**src/rtl/cpu_ctrl_pkg.sv**
```systemverilog
// rtl/cpu_ctrl_pkg.sv - shared state encodings and constants for the pipeline control block
package cpu_ctrl_pkg;

  typedef enum logic [1:0] {
    ST_RUN      = 2'b00,
    ST_MEM_WAIT = 2'b01,
    ST_ERR      = 2'b10
  } ctrl_state_e;

  localparam logic [4:0] REG_ZERO = 5'd0;

  // Load in EX whose result the instruction in ID needs before forwarding can supply it.
  function automatic logic loadUse(
    input logic [4:0] idRs,
    input logic [4:0] idRt,
    input logic       usesRs,
    input logic       usesRt,
    input logic [4:0] exAw,
    input logic       exRegWr,
    input logic       exMemToReg
  );
    return exMemToReg && exRegWr && (exAw != REG_ZERO) &&
           ((usesRs && (idRs == exAw)) || (usesRt && (idRt == exAw)));
  endfunction

endpackage

```
**src/rtl/sat_counter.sv**
```systemverilog
// rtl/sat_counter.sv - saturating up-counter used for the performance counters
module sat_counter #(
  parameter int W = 16
) (
  input  logic         clk,
  input  logic         reset,
  input  logic         inc,
  output logic [W-1:0] count
);

  localparam logic [W-1:0] ONE = {{(W-1){1'b0}}, 1'b1};

  always_ff @(posedge clk or negedge reset) begin
    if (!reset) begin
      count <= '0;
    end else if (inc && (count != '1)) begin
      count <= count + ONE;
    end
  end

endmodule

```
**src/rtl/pipe_hazard_ctrl.sv**
```systemverilog
// rtl/pipe_hazard_ctrl.sv - stall/flush sequencer for the 5-stage pipeline
module pipe_hazard_ctrl
  import cpu_ctrl_pkg::*;
#(
  parameter int CNT_W   = 16,
  parameter int MEM_TMO = 15
) (
  input  logic             clk,
  input  logic             reset,
  input  logic [4:0]       id_rs,
  input  logic [4:0]       id_rt,
  input  logic             id_uses_rs,
  input  logic             id_uses_rt,
  input  logic             id_jump,
  input  logic [4:0]       ex_aw,
  input  logic             ex_regwr,
  input  logic             ex_memtoreg,
  input  logic             mem_req,
  input  logic             mem_ready,
  output logic             pc_en,
  output logic             ifid_en,
  output logic             ifid_flush,
  output logic             idex_en,
  output logic             idex_bubble,
  output logic             exmem_en,
  output logic             memwb_en,
  output logic             memwb_bubble,
  output logic             tmo_err,
  output logic [CNT_W-1:0] stall_cnt,
  output logic [CNT_W-1:0] flush_cnt
);

  localparam logic [7:0] TMO_LIMIT = 8'(MEM_TMO);

  ctrl_state_e state;
  logic [7:0]  waitCnt;
  logic        tmoErr;
  logic        lu;
  logic        memPending;

  assign lu         = loadUse(id_rs, id_rt, id_uses_rs, id_uses_rt, ex_aw, ex_regwr, ex_memtoreg);
  assign memPending = mem_req && !mem_ready;
  assign tmo_err    = tmoErr;

  always_comb begin
    pc_en        = 1'b1;
    ifid_en      = 1'b1;
    ifid_flush   = 1'b0;
    idex_en      = 1'b1;
    idex_bubble  = 1'b0;
    exmem_en     = 1'b1;
    memwb_en     = 1'b1;
    memwb_bubble = 1'b0;
    if (reset) begin
      if (state == ST_ERR) begin
        pc_en    = 1'b0;
        ifid_en  = 1'b0;
        idex_en  = 1'b0;
        exmem_en = 1'b0;
        memwb_en = 1'b0;
      end else if (memPending) begin
        // Hold everything upstream of MEM; WB keeps draining with a nop behind it.
        pc_en        = 1'b0;
        ifid_en      = 1'b0;
        idex_en      = 1'b0;
        exmem_en     = 1'b0;
        memwb_bubble = 1'b1;
      end else if (lu) begin
        pc_en       = 1'b0;
        ifid_en     = 1'b0;
        idex_bubble = 1'b1;
      end else if (id_jump) begin
        ifid_flush = 1'b1;
      end
    end
  end

  always_ff @(posedge clk or negedge reset) begin
    if (!reset) begin
      state   <= ST_RUN;
      waitCnt <= 8'd0;
      tmoErr  <= 1'b0;
    end else begin
      case (state)
        ST_RUN: begin
          if (memPending) begin
            state   <= ST_MEM_WAIT;
            waitCnt <= 8'd1;
          end
        end
        ST_MEM_WAIT: begin
          // A dropped request counts as completion, same as mem_ready.
          if (!memPending) begin
            state   <= ST_RUN;
            waitCnt <= 8'd0;
          end else if (waitCnt >= TMO_LIMIT) begin
            state  <= ST_ERR;
            tmoErr <= 1'b1;
          end else begin
            waitCnt <= waitCnt + 8'd1;
          end
        end
        ST_ERR: state <= ST_ERR;
        default: state <= ST_RUN;
      endcase
    end
  end

  sat_counter #(.W(CNT_W)) u_stall_cnt (
    .clk   (clk),
    .reset (reset),
    .inc   (!pc_en),
    .count (stall_cnt)
  );

  sat_counter #(.W(CNT_W)) u_flush_cnt (
    .clk   (clk),
    .reset (reset),
    .inc   (ifid_flush),
    .count (flush_cnt)
  );

endmodule

```
**config.mk**
```make
export PLATFORM = sky130hd
export DESIGN_NAME = pipe_hazard_ctrl
export DESIGN_NICKNAME = d
export VERILOG_FILES = /design/src/rtl/cpu_ctrl_pkg.sv /design/src/rtl/sat_counter.sv /design/src/rtl/pipe_hazard_ctrl.sv
export SDC_FILE = /design/constraint.sdc
export NUM_CORES = 1
export LEC_CHECK = 0
export ABC_AREA = 1
export BUFFER_PORTS_ARGS = -buffer_cell sky130_fd_sc_hd__buf_2
export CORE_UTILIZATION = 30
export DETAILED_ROUTE_END_ITERATION = 16
export SLEW_MARGIN = 40
export SYNTH_ARGS = -nofsm -noshare
export SYNTH_HDL_FRONTEND = slang
export SYNTH_SLANG_ARGS = --single-unit
export TNS_END_PERCENT = 50
```
**constraint.sdc**
```tcl
create_clock -name clk -period 2.5 [get_ports clk]
set_clock_uncertainty 0.15 [all_clocks]
set_input_delay 0.75 -clock clk [delete_from_list [all_inputs] [get_ports clk]]
set_output_delay 0.75 -clock clk [all_outputs]
set_load 0.02 [all_outputs]
```
==> results.py <==
metrics = {
    "clock_network": {
        "clockBufferDepth": 2,
        "postCtsSetupRepairBufs": 0,
        "clk_latency_ns": 0.30,
        "clock_sinks": 43,
        "numCtsBuffers": 5,
        "clockRootBuffer": "clkbuf_8",
        "clk_pin_slew_ns": 0.08,
        "htreeDepth": 2,
        "hold_buffers": 0,
        "cts_tree": "yes",
    },
    "grt": {
        "track_usage": 0.147,
        "grt_pass1_vias": 2506,
        "grt_pass1_wl_mm": 11.4,
        "grt.overflow.total": 0,
        "grt_max_degree": 25,
        "grt_antenna_before_repair": 0,
    },
    "drt": {
        "postRouteAntennaNets": 0,
        "viasPerCell": 4.62,
        "via_count": 2585,
        "drt_wl_total_mm": 6.70,
        "drc_errors": 0,
        "detail_route.wl_per_cell_um": 12.0,
        "first_iter_violations": 114,
        "dr.pass1.iters": 4,
    },
    "placement": {
        "place_area_um2": 3210,
        "globalplace.congestion": 0.804,
        "dp_hpwl_mm": 4.90,
        "portBuffers": 64,
    },
    "timing": {
        "rsz0062_at_grt": "yes",
        "worstMarginPinSlew_ns": 0.434,
        "hold_viol": 0,
        "slew_viol_final": 0,
        "timing.fmax_ghz": 0.385,
        "setup_viol": 4,
        "final.setup.tns_ns": -0.310,
        "relSlewSlack": 0.708,
        "setup_slack_ns": -0.0994,
        "min_period_ns": 2.60,
        "fin_crit_sh": 1.04,
    },
    "final_layout": {
        "fillers": 888,
        "multiInputGateArea_um2": 1490,
        "layout.nets": 477,
        "layout.area.seq_um2": 1080,
        "num_antenna_cells": 0,
        "syn2layout_area_growth_pct": 28.3,
        "final_cell_area_um2": 3470,
        "postLayoutCoreUtil": 0.398,
        "drive_gt1_frac": 0.246,
    },
    "power": {
        "power_density_nw_per_um2": 459,
        "leakage_nw": 1.80,
        "irDropWorstVdd_v": 0.000219,
    },
    "die": {
        "initial_core_util": 0.310,
        "die_height_um": 97,
        "rows": 34,
        "core_area_um2": 8720,
        "die_w_um": 97,
        "dieArea_um2": 9410,
        "io_pins": 65,
    },
    "yosys": {
        "synth_xor_xnor_area_share": 0.0938,
        "synthesis.area_um2": 2710,
        "yosysTopAreaCell": "dfrtp_1",
        "syn_avg_cell_area_um2": 7.14,
        "yosysWarnings": 0,
        "postSynthCellCount": 379,
        "ys_ff_latch": 43,
        "synth-compound-area-share": 0.0176,
        "ys_seq_area_frac": 0.397,
        "synthTopCellsByArea": "dfrtp_1, nand2_1, nand3_1",
        "synthMuxAreaShare": 0,
        "yosys.area.top_type_share": 0.397,
        "synth_adder_area_share": 0.0139,
        "synth_top_family_by_area": "simple AND/OR/NAND/NOR gates",
        "ys_types": 26,
        "syn_nets": 406,
        "synth_simple_gate_area_frac": 0.396,
    },
    "worst_setup_path": {
        "slowest_delay_ns": 0.15,
        "critical_path.endpoint_type": "output port",
        "critPathKind": "in -> out",
        "crit_required_ns": 1.60,
        "path_cells": "buf_8, nand2_1, nand2_1, nor2_2, nand3_1, nand2_2, nand3_4, nor2_1, buf_4",
        "critPathSlowestCell": "buf_4",
        "cp.arrival_ns": 1.70,
        "cp-start-kind": "input port",
        "cp_max_fo": 4,
        "cp_common_cell": "nand2_1",
    },
    "outcome": {
        "violations": "negative setup slack",
        "status": "finished, violations left",
    },
    "job": {
        "cap_violations": 0,
    },
    "worst_hold_path": {
        "hold_path_class": "reg -> reg",
    },
}
## layer usage
metal	track usage	wire [um]	vias to the layer above
met5	0	0	-
met4	0.0459	96	0
met3	0.0260	182	9
met2	0.254	3280	43
met1	0.185	3140	1205
li1	-	-	1328
## stage by stage
stage | std cells | setup slack, ns | hold WS [ns] | total power, mW
detailed placement | 551 | -0.216 | 0.299 | 1.09
CTS | 559 | -0.0911 | 0.323 | 1.61
global route | 559 | -0.187 | 0.350 | 1.68
floorplan | 379 | -0.0936 | 0.292 | 0.978
finish | 559 | -0.0994 | 0.318 | 1.59
global placement | 551 | -0.196 | 0.300 | 1.09
## cells in the final DEF, fill, tap and decap left out, types with 3 or more instances in the layout
cell      synthesis  routed
nand2_1         138     126
nand3_1          50      49
buf_2             3      48
dfrtp_1          43      43
nor2_1           40      37
inv_1            35      31
xor2_1           17      17
xnor2_1          12      12
buf_4             3      12
nand2_2           0      11
buf_6             2      10
nor3_1            7       7
o21ai_0           7       7
clkbuf_8          0       7
nand4_1           5       5
buf_8             1       4
nor2_2            0       3
ha_1              3       3
## repair_timing
action,4_1_cts,5_1_grt
setup endpoints to repair,4,7
resized for setup,26,18
pin swaps,13,17
## logic make-up after synthesis
logic type      count (synthesis)
simple gates                  247
buf+inv                        48
flops                          43
xor+xnor                       29
compound gates                  9
fa+ha+maj                       3
## power breakdown
part | total, mW | leakage [nW] | internal [mW] | switching [mW]
logic | 0.311 | 1.17 | 0.129 | 0.182
registers | 0.792 | 0.578 | 0.731 | 0.0605
clock network | 0.493 | 0.0515 | 0.252 | 0.240
## final cells by class
class	instances	share of cell area
Multi-Input combinational cell	288	0.427
Sequential cell	43	0.310
Timing Repair Buffer	74	0.145
Inverter	38	0.0504
Tap cell	108	0.0389
Clock buffer	8	0.0288
## registers in the layout, indices dropped and copies added (netlist names)
name / cells
u_flush_cnt.count: 16
u_stall_cnt.count: 16
waitCnt: 8
state: 2
tmo_err: 1
## worst max-delay path, delay by kind of cell
kind | cells | cell delay, ns
buffers and inverters | 2 | 0.26
and+or+nand+nor | 7 | 0.69
## cell usage after synthesis, drive strengths merged
library cell,instances
a21boi,1
a21oi,1
buf,9
clkbuf,1
dfrtp,43
ha,3
inv,38
nand2,140
nand2b,1
nand3,51
nand3b,1
nand4,5
nor2,41
nor3,7
nor3b,1
o21ai,7
xnor2,12
xor2,17
## worst paths after layout
kind                            slack, ns                  from                    to  cells after the start
min in group asynchronous            0.46                 reset            waitCnt[1]                      3
max in group asynchronous            1.46                 reset  u_stall_cnt.count[9]                      3
worst max register to register       0.55  u_stall_cnt.count[0]  u_stall_cnt.count[2]                      8
worst min register to register       0.32               tmo_err               tmo_err                      2
worst max-delay path                 -0.1              ex_aw[1]           idex_bubble                      9
worst min-delay path                 0.32               tmo_err               tmo_err                      2
No activity file was read; power rests on OpenSTA's default activity.
